## src/rtl/ft2232_pkg.sv

```systemverilog
`default_nettype none
// ============================================================================
// Package : ft2232_pkg
// Brief   : Shared types and constants for the FT2232H sync-FIFO chip model.
// Revision: 1.0 - initial release
// ============================================================================
package ft2232_pkg;

  typedef logic [7:0] byte_t;

  localparam int USB_HS_PKT_BYTES = 512;

  typedef enum logic [0:0] {
    PKT_COUNT = 1'b0,
    PKT_GAP   = 1'b1
  } pkt_state_t;

endpackage
`default_nettype wire

```

## src/rtl/ft2232_model_ring.sv

```systemverilog
`default_nettype none
// ============================================================================
// Module  : ft2232_model_ring
// Brief   : Byte ring buffer with a registered head that already reflects this
//           edge's push/pop, so a reader popping every cycle streams bytes.
// Revision: 1.0 - initial release
// ============================================================================
module ft2232_model_ring
  import ft2232_pkg::*;
#(
  parameter int DEPTH_LOG2 = 4
) (
  input  logic                clk,
  input  logic                rst,
  input  logic                push,
  input  byte_t               push_data,
  input  logic                pop,
  output byte_t               head,
  output logic [DEPTH_LOG2:0] count,
  output logic [DEPTH_LOG2:0] count_next
);

  localparam int                  DEPTH     = 1 << DEPTH_LOG2;
  localparam logic [DEPTH_LOG2:0] c_DEPTH   = (DEPTH_LOG2 + 1)'(DEPTH);
  localparam logic [DEPTH_LOG2:0] c_CNT_ONE = (DEPTH_LOG2 + 1)'(1);

  byte_t                 r_mem [DEPTH];
  logic [DEPTH_LOG2-1:0] r_wr_ptr;
  logic [DEPTH_LOG2-1:0] r_rd_ptr;
  logic [DEPTH_LOG2:0]   r_count;
  byte_t                 r_head;

  logic                  w_full;
  logic                  w_empty;
  logic                  w_pop;
  logic                  w_push;
  logic [DEPTH_LOG2-1:0] w_rd_ptr_next;
  byte_t                 w_head_next;

  assign w_full  = (r_count == c_DEPTH);
  assign w_empty = (r_count == '0);
  assign w_pop   = pop & ~w_empty;
  // A full buffer still takes a byte when one leaves in the same cycle.
  assign w_push  = push & (~w_full | w_pop);

  always_comb begin
    w_rd_ptr_next = r_rd_ptr;
    count_next    = r_count;
    if (w_pop) begin
      w_rd_ptr_next = r_rd_ptr + DEPTH_LOG2'(1);
    end
    if (w_push && !w_pop) begin
      count_next = r_count + c_CNT_ONE;
    end else if (!w_push && w_pop) begin
      count_next = r_count - c_CNT_ONE;
    end
    w_head_next = r_mem[w_rd_ptr_next];
    if (count_next == '0) begin
      w_head_next = '0;
    end else if (w_push && (w_rd_ptr_next == r_wr_ptr)) begin
      w_head_next = push_data;
    end
  end

  always_ff @(posedge clk) begin
    if (rst) begin
      r_wr_ptr <= '0;
      r_rd_ptr <= '0;
      r_count  <= '0;
      r_head   <= '0;
    end else begin
      if (w_push) begin
        r_wr_ptr <= r_wr_ptr + DEPTH_LOG2'(1);
      end
      r_rd_ptr <= w_rd_ptr_next;
      r_count  <= count_next;
      r_head   <= w_head_next;
    end
  end

  always_ff @(posedge clk) begin
    if (w_push) begin
      r_mem[r_wr_ptr] <= push_data;
    end
  end

  assign head  = r_head;
  assign count = r_count;

endmodule
`default_nettype wire

```

## config.mk

```make
export PLATFORM = sky130hd
export DESIGN_NAME = ft2232_model_ring
export DESIGN_NICKNAME = d
export VERILOG_FILES = /design/src/rtl/ft2232_pkg.sv /design/src/rtl/ft2232_model_ring.sv
export SDC_FILE = /design/constraint.sdc
export NUM_CORES = 1
export LEC_CHECK = 0
export ABC_AREA = 1
export BUFFER_PORTS_ARGS = -buffer_cell sky130_fd_sc_hd__buf_2
export CAP_MARGIN = 20
export CORE_ASPECT_RATIO = 0.75
export CORE_MARGIN = 2
export CORE_UTILIZATION = 43
export DETAILED_ROUTE_END_ITERATION = 10
export GPL_TIMING_DRIVEN = 0
export PLACE_DENSITY_LB_ADDON = 0.2
export SLEW_MARGIN = 25
export SYNTH_ARGS = -nofsm -noshare
export SYNTH_HDL_FRONTEND = slang
export SYNTH_SLANG_ARGS = --single-unit
```

## constraint.sdc

```tcl
create_clock -name clk -period 2.8 [get_ports clk]
set_input_delay 0.56 -clock clk [delete_from_list [all_inputs] [get_ports clk]]
set_output_delay 0.56 -clock clk [all_outputs]
set_load 0.01 [all_outputs]
```

### Yosys cells after proc, flatten, opt, wreduce, memory -nomap -nowiden

Memories as Yosys holds them, arrays and structs flattened. A register that Yosys moved wholly into a read port is not among the register bits.
Index checks and enable logic that the tools add are counted.
Widths: inputs -> output; s select.

| storage, ports and cells | value |
|---|---|
| input port bits | 12 |
| RAM bits | 128 |
| output and inout bits | 18 |
| flip-flop bits (word level) | 13 |
| word-level logic and storage cells | 26 |
| memories kept | 1 |

Memories:

| name | words | width | rd ports | clocked after Yosys merged registers in | wr ports | line | source |
|---|---|---|---|---|---|---|---|
| r_mem | 16 | 8 | 1 | 1 | 1 | ft2232_model_ring.sv:27 | `byte_t r_mem [DEPTH];` |

| operators by class | value |
|---|---|
| equal/unequal tests | 1 |
| add/sub/neg operators | 4 |
| reductions and logical operators | 7 |
| mux-type cells | 5 |
| bitwise gates (word level) | 5 |

Operators with widths:

| kind | count |
|---|---|
| $logic_not 5->1 | 2 |
| $mux 5 | 2 |
| $add 4x1->4 const B | 2 |
| $add 5x1->5 const B | 1 |
| $eq 5x5->1 const B | 1 |
| $sub 5x1->5 const B | 1 |
| $mux 4 | 1 |
| $and 1x1->1 | 2 |
| $logic_and 1x1->1 | 2 |
| $logic_not 1->1 | 2 |
| $mux 1 | 2 |
| $not 1->1 | 2 |
| $reduce_or 2->1 | 1 |
| $or 1x1->1 | 1 |

### Logic depth before layout (Yosys ltp)

Gate-level depths: netlist (run 1).

| depth | value |
|---|---|
| word-level depth | 11 |
| gate-level depth with buffers | 15 |

### Worst setup path before layout (run 1)

Ideal clock, no wire load.

| timing path | value |
|---|---|
| kind | register to register |
| start point | reg r_count[0], in the netlist count[0] |
| end point | mem r_mem[3][0] (netlist name), enable pin |
| slack | 734 ps |
| setup time | 370 ps |
| data arrival time | 1696 ps |
| period minus slack after synthesis | 2066 ps |
| cell stages (with the launch flop) | 8 |
| path through | dfxtp_1 inv_1 ha_1 nand3_1 o21ai_0 inv_1 nand2_1 nor2_1 |

| between the ends | value |
|---|---|
| cells in the longest elaborated chain, start to end | 7 |

RTL lines:

| element | line | source |
|---|---|---|
| start, declared | ft2232_model_ring.sv:30 | `logic [DEPTH_LOG2:0] r_count;` |
| start signal, assigned | ft2232_model_ring.sv:76 | `r_count <= count_next;` |
| $logic_not 5->1 | ft2232_model_ring.sv:41 | `assign w_empty = (r_count == '0);` |
| $not 1->1 | ft2232_model_ring.sv:42 | `assign w_pop = pop & ~w_empty;` |
| $and 1x1->1 | ft2232_model_ring.sv:42 |  |
| $or 1x1->1 (*) | ft2232_model_ring.sv:44 | `assign w_push = push & (~w_full \| w_pop);` |
| $and 1x1->1 (*) | ft2232_model_ring.sv:44 |  |
| $mux 1 (*) | ft2232_model_ring.sv:82 | `if (w_push) begin` |
| $mux 1 (implied by the code) (*) | ft2232_model_ring.sv:83 | `r_mem[r_wr_ptr] <= push_data;` |
| end, declared | ft2232_model_ring.sv:27 |  |

Mark *: on every way between the ends. The rest lies on a longest branch, timed or not.

### Worst setup path after layout (run 1)

| timing path | value |
|---|---|
| start point | reg r_count[0], in the netlist count[0] |
| end point | mem r_mem[0][5] (netlist name), enable pin |

Same word-level chain as after synthesis.

==> qor.csv, run 1 <==
stage,metric,value,unit
critical_path,Worst setup SP type,flop,
critical_path,"Largest delay share family, worst path",simple AND/OR/NAND/NOR gates,
critical_path,worst reg2reg startpoint,count[0],
cts,CTS Sinks,149,
critical_path,cells along the critical path,inv_2 -> ha_4 -> nand3_1 -> o21ai_0 -> inv_1 -> nand2_1 -> nor2_1,
synth,ranking of synthesized cells by area,"edfxtp_1 (55%), nand3_1 (8.8%), nand2_1 (6.4%)",
cells_and_area,P&R area growth vs syn,14.8,%
detailed_routing,WL/cell,18.5,um
pwr,pwr/cell area,817,mW/mm^2
placed_design,Place WS,0.117,ns
floorplanning,Core Area,0.0159,mm^2
hold_path,worst hold-check path type,in -> reg,
detailed_routing,vias per inst,5.22,
cts,"Clk Latency, worst-skew pair",0.43,ns
synth,number of library cell types mapped by synthesis,27,
critical_path,Setup crit start,count[0],
pwr,power consumption,6.53,mW
cts,Clock Tree Buf Depth,2,
placed_design,Placer Congestion,0.929,
synth,synthesized cell area,0.00696,mm^2
placed_design,hpwl dp,12.3,mm
cts,CTS Root Cell,clkbuf_16,
critical_path,worst path arrival time,2.71,ns
cells_and_area,Nets,776,
synth,synthesized flop and latch total,149,
detailed_routing,Vias,5115,
critical_path,buffers plus inverters on the worst setup path,2,
timing,setup TNS,0,ns
cells_and_area,Finished Cell Area,0.00799,mm^2
critical_path,Setup crit end kind,flop,
timing,hold violation total from the final report,0,
pwr,Pleak,3.43,nW
global_routing,antenna violations before repair,0,
outcome,status,"finished, final reports clean",
timing,fin crit share,94.7,%
timing,clock skew,0.00850,ns
critical_path,Worst Path Max Fanout,8,
detailed_routing,Final ANT Viol Nets,0,
cells_and_area,share of layout cells above drive strength 1,14.2,%
pwr,largest vdd supply drop,0.408,mV
floorplanning,I/O pins,30,
cells_and_area,Finished Layout Cells,980,
floorplanning,die area,0.0172,mm^2
cts,Post-CTS Setup Inserts,0,
synth,synth cell count leaders,"edfxtp_1 (128), nand3_1 (123), nand2_1 (118), inv_1 (108), nor2_1 (84)",
timing,worst relative slew slack,50.7,%
synth,sequential cell area fraction in the yosys report,61.3,%
detailed_routing,Pre-antenna DRT Iters,6,
timing,Final setup viols,0,
detailed_routing,DRT Wirelength,18.1,mm
timing,WHS,0.450,ns
global_routing,first-pass GRT wire length,27.9,mm
synth,"FFs w/ async S/R, synth",0,%
floorplanning,starting density of the core,43.7,%
critical_path,CP max-delay cell,nor2_1,
timing,"Slew Viols, Final",0,
cts,clk slew on worst S/H paths,0.06,ns
floorplanning,Cell Rows,40,
timing,minimum clock period,2.65,ns
placed_design,Placed Area,0.00737,mm^2
synth,top cell type's share of synthesized area,55.2,%
global_routing,overall global routing resource usage,22.4,%
global_routing,pin count of the biggest net entering global routing,18,
placed_design,Placed Cells,948,
critical_path,Max stage delay on crit path,0.67,ns
critical_path,CP required,2.85,ns
cts,CTS buffer count,17,
detailed_routing,drt first-iter violations,639,
synth,"EDFF count, synth",128,
timing,actual slew at the worst max-slew pin,0.736,ns
global_routing,GRT overflow,0,
job,max-cap viol count,0,
detailed_routing,DRC violations left,0,
synth,Syn Inst Count,709,
global_routing,vias in the first global route,4772,
cells_and_area,post-layout util,50.2,%
hold_path,worst hold path startpoint,rst,
cells_and_area,ANT cells,0,
cts,CTS H-tree lvls,4,
placed_design,port buffer count,29,
synth,Main synth FF type,edfxtp_1,
cts,CTS tree,yes,
timing,setup ws final,0.148,ns
critical_path,critical path class,reg -> reg,
floorplanning,chip width,151,um
synth,syn nets,728,
synth,"count leader, synth",edfxtp_1,
synth,Synth Area per Inst,9.82,um^2
synth,Yosys warnings,0,
floorplanning,Die H,114,um
timing,upper clock frequency limit,377,MHz
synth,cell taking the most area after synthesis,edfxtp_1,
==> per-layer routing <==
layer	vias to the layer above	global-route usage [%]	part of all wire, %
met1	2462	34.6	47
met5	-	0	0
met4	0	7.23	1.9
met3	26	3.90	7.8
li1	2448	-	-
met2	179	32.2	43
==> layout make-up <==
cell class	count	area (um^2)
Clock inverter	14	168
Fill cell	1487	7920
Buffer	29	190
Multi-Input combinational cell	419	2110
Timing Repair Buffer	29	145
Clock buffer	18	429
Sequential cell	149	4260
Tap cell	210	263
Inverter	112	420
==> sequential cells by signal, indices dropped and copies added, names as in the netlist <==
| name | flops |
|---|---|
| count | 5 |
| head | 8 |
| r_rd_ptr | 4 |
| r_wr_ptr | 4 |
| r_mem | 128 |
==> report_power, final <==
group | internal (mW) | switching [mW]
registers | 2.50 | 0.0431
clock network | 1.34 | 0.984
logic | 0.535 | 1.13
==> cell usage in the layout, fill, tap and decap left out, drive strengths merged, types with 2 or more instances in the layout <==
| cell | count |
|---|---|
| buf | 52 |
| o21ai | 24 |
| a21oi | 7 |
| nand2 | 126 |
| clkinv | 3 |
| nand3b | 24 |
| nand4 | 9 |
| nor2 | 87 |
| inv | 119 |
| xor2 | 3 |
| ha | 7 |
| clkbuf | 24 |
| clkinvlp | 2 |
| xnor2 | 2 |
| dfxtp | 21 |
| edfxtp | 128 |
| nand3 | 128 |
| bufinv | 2 |
==> kinds of logic after synthesis <==
kind of cell | share of synthesized area, %
buffers and inverters | 8.77
flip-flops | 61.3
XOR/XNOR | 0.629
AO/OA/AOI/OAI | 2.39
AND/OR/NAND/NOR | 25.7
adder cells (fa/ha/maj) | 1.26
==> timing repair <==
action,CTS,global route
hold endpoints to repair,0,0
hold buffers,0,0
gates resized for setup,1,6
pin swaps,0,0
endpoints found under the setup margin,1,41
==> path summary, 6_finish.rpt <==
check                           cells after the start  slack [ns]     endpoint
worst max-delay path                                7        0.15  r_mem[0][5]
worst min-delay path                                4        0.45  r_wr_ptr[1]
worst max register to register                      7        0.15  r_mem[0][5]
worst min register to register                      2        0.59  r_wr_ptr[3]
==> tightest hold or removal path, cell delays in order <==
cell and delay (ns):
buf_2 0.10, inv_1 0.05, o21ai_0 0.06, a21oi_1 0.05
(Power assumes the default switching activity.)
==> inputs of run 2 (changes only) <==
ABC_AREA = default   (was 1)
CAP_MARGIN = 30   (was 20)
PLACE_DENSITY_LB_ADDON = 0.12   (was 0.2)
==> qor.csv, run 2 <==
stage,metric,value,unit,change
cts,"Clk Latency, worst-skew pair",0.43,ns,about the same
placed_design,Placed Cells,806,,-15%
floorplanning,I/O pins,30,,unchanged
synth,synthesized flop and latch total,149,,unchanged
timing,upper clock frequency limit,366,MHz,-3.0%
timing,clock skew,0.00694,ns,-0.00155 ns
pwr,Pleak,2.85,nW,-17%
timing,fin crit share,97.6,%,+2.9 points
timing,Final setup viols,0,,unchanged
detailed_routing,Vias,5479,,+7.1%
cells_and_area,"commonest non-fill, non-tap cells in the layout","edfxtp_1 (128), a221oi_1 (53), buf_2 (35), a22oi_1 (34)",,
cts,hold buffer count at cts,0,,unchanged
cells_and_area,Largest Register,r_mem,,
synth,Main synth FF type,edfxtp_1,,
critical_path,cells along the critical path,inv_4 -> ha_4 -> nor4b_4 -> clkbuf_8 -> buf_4 -> nor3_1 -> a21oi_1 -> o31ai_2 -> buf_2,,
detailed_routing,vias per inst,6.42,,+23%
placed_design,port buffer count,28,,-3.4%
cts,CTS Sinks,149,,unchanged
pwr,power consumption,8.23,mW,+26%
synth,top cell type's share of synthesized area,54.4,%,-0.83 points
synth,cell taking the most area after synthesis,edfxtp_1,,
detailed_routing,WL/cell,24.5,um,+32%
critical_path,Setup crit end kind,primary output,,
global_routing,antenna violations before repair,0,,unchanged
cells_and_area,share of layout cells above drive strength 1,25.6,%,+11 points
cells_and_area,max reg flops,128,,unchanged
critical_path,buffers plus inverters on the worst setup path,4,,+2
timing,actual slew at the worst max-slew pin,0.962,ns,+0.226 ns
cells_and_area,post-layout util,53.4,%,+3.2 points
placed_design,Placer Congestion,0.848,,-8.7%
synth,Yosys warnings,0,,unchanged
synth,Syn Inst Count,564,,-20%
detailed_routing,drt first-iter violations,570,,-11%
floorplanning,Die H,115,um,+0.74%
floorplanning,chip width,152,um,+0.74%
floorplanning,starting density of the core,44.0,%,+0.25 points
timing,hold violation total from the final report,0,,unchanged
global_routing,overall global routing resource usage,24.2,%,+1.8 points
timing,worst relative slew slack,35.8,%,-15 points
pwr,largest vdd supply drop,0.462,mV,+13%
cts,clk slew on worst S/H paths,0.06,ns,about the same
timing,"Slew Viols, Final",0,,unchanged
global_routing,vias in the first global route,5267,,+10%
detailed_routing,Final ANT Viol Nets,0,,unchanged
critical_path,critical path class,reg -> out,,
detailed_routing,Pre-antenna DRT Iters,6,,unchanged
synth,synth cell count leaders,"edfxtp_1 (128), a221oi_1 (53), a22oi_1 (34), nor3_1 (34), nor2_1 (30)",,
critical_path,Max stage delay on crit path,0.37,ns,-0.30 ns
synth,"count leader, synth",edfxtp_1,,
critical_path,"Largest delay share family, worst path",buffers and inverters,,
timing,minimum clock period,2.73,ns,+0.0818 ns
synth,synthesized cell area,0.00707,mm^2,+1.5%
global_routing,first-pass GRT wire length,31.3,mm,+12%
critical_path,worst path arrival time,2.17,ns,-0.54 ns
placed_design,Place WS,-0.737,ns,-0.853 ns
timing,RSZ-0062 raised after global routing,yes,,
pwr,pwr/cell area,960,mW/mm^2,+17%
placed_design,hpwl dp,13.7,mm,+12%
floorplanning,Cell Rows,40,,unchanged
synth,ranking of synthesized cells by area,"edfxtp_1 (54%), a221oi_1 (6.6%), dfxtp_1 (5.9%)",,
critical_path,Worst Path Max Fanout,10,,+2
floorplanning,Core Area,0.0161,mm^2,+0.94%
synth,"FFs w/ async S/R, synth",0,%,unchanged
cells_and_area,"commonest non-fill, non-tap cell in the layout",edfxtp_1,,
floorplanning,die area,0.0175,mm^2,+1.5%
detailed_routing,DRT Wirelength,20.9,mm,+15%
critical_path,Worst setup SP type,flop,,
job,max-cap viol count,0,,unchanged
cts,CTS buffer count,17,,unchanged
outcome,status,"finished, final reports clean",,
cells_and_area,Nets,651,,-16%
synth,"EDFF count, synth",128,,unchanged
synth,Synth Area per Inst,12.5,um^2,+28%
synth,sequential cell area fraction in the yosys report,60.3,%,-0.92 points
hold_path,worst hold-check path type,in -> reg,,
synth,number of library cell types mapped by synthesis,61,,+130%
timing,setup ws final,0.0664,ns,-0.0818 ns
critical_path,CP required,2.24,ns,-0.61 ns
synth,syn nets,583,,-20%
cells_and_area,P&R area growth vs syn,21.4,%,
global_routing,GRT overflow,0,,unchanged
cts,CTS tree,yes,,
cts,Clock Tree Buf Depth,2,,unchanged
detailed_routing,DRC violations left,0,,unchanged
cts,CTS H-tree lvls,4,,unchanged
global_routing,pin count of the biggest net entering global routing,18,,unchanged
cells_and_area,Finished Layout Cells,854,,-13%
critical_path,CP max-delay cell,dfxtp_4,,
cts,CTS Root Cell,clkbuf_16,,
cells_and_area,ANT cells,0,,unchanged
[run 2: cell count changes in the layout (fill, tap and decap cells not counted), sizes merged, moves of 20 or more]
cell	delta
nor3	+33
nand3b	-22
a221oi	+53
a22oi	+34
nand3	-118
inv	-94
buf	+20
nand2	-100
mux2i	+25
nor2	-57
[run 2: through the flow]
stage               hold WS (ns)  area (um^2)  TNS [ns]
floorplan                  0.577         7070         0
global placement           0.610         7470    -43.58
detailed placement         0.625         7530    -25.93
CTS                        0.391         8480   -0.0364
global route               0.409         8580   -0.0408
finish                     0.394         8580         0
[run 2: area by class of cell]
class	count	area [um^2]
buffer	41	268
clock buffer	17	425
clock inverter	14	175
fill	1344	7490
inverter	21	81.3
multi-input combinational	352	2780
sequential	149	4270
tap	210	263
timing repair buffer	50	315
[run 2: power by group]
group	total [mW]	internal [mW]	switching, mW
logic	3.34	1.31	2.02
clock network	2.32	1.41	0.915
registers	2.57	2.51	0.0604
total	8.23	5.23	3.00
[run 2: path summary, 6_finish.rpt]
| kind | start | to | slack, ns | cells past startpoint |
|---|---|---|---|---|
| setup / recovery | count[1] | count_next[1] | 0.07 | 9 |
| hold / removal | rst | count[0] | 0.39 | 2 |
| setup reg to reg | r_rd_ptr[0] | head[1] | 0.10 | 7 |
| hold reg to reg | r_wr_ptr[0] | r_wr_ptr[0] | 0.64 | 2 |
[run 2: logic make-up (layout without fill, tap and decap cells)]
logic type | Yosys count | after routing | synth area share, %
AO/OA/AOI/OAI | 157 | 157 | 17.7
XOR/XNOR | 15 | 15 | 2.05
buffers and inverters | 63 | 143 | 4.11
adder cells (fa/ha/maj) | 7 | 7 | 1.24
multiplexers | 26 | 26 | 3.70
AND/OR/NAND/NOR | 147 | 147 | 10.9
flip-flops | 149 | 149 | 60.3
[run 2: per-layer routing]
layer  wire length, um  up-vias  global-route usage (%)
met4               603        0                    10.1
met1              9230     2726                    34.6
li1                  -     2417                       -
met2              9040      291                    35.3
met5                 0        -                       0
met3              2050       45                    6.41
[run 2: timing repair]
item / 4_1_cts / 5_1_grt
pin swaps: 12 / 4
setup buffers: 14 / 4
endpoints found under the setup margin: 123 / 81
gates resized for setup: 58 / 22
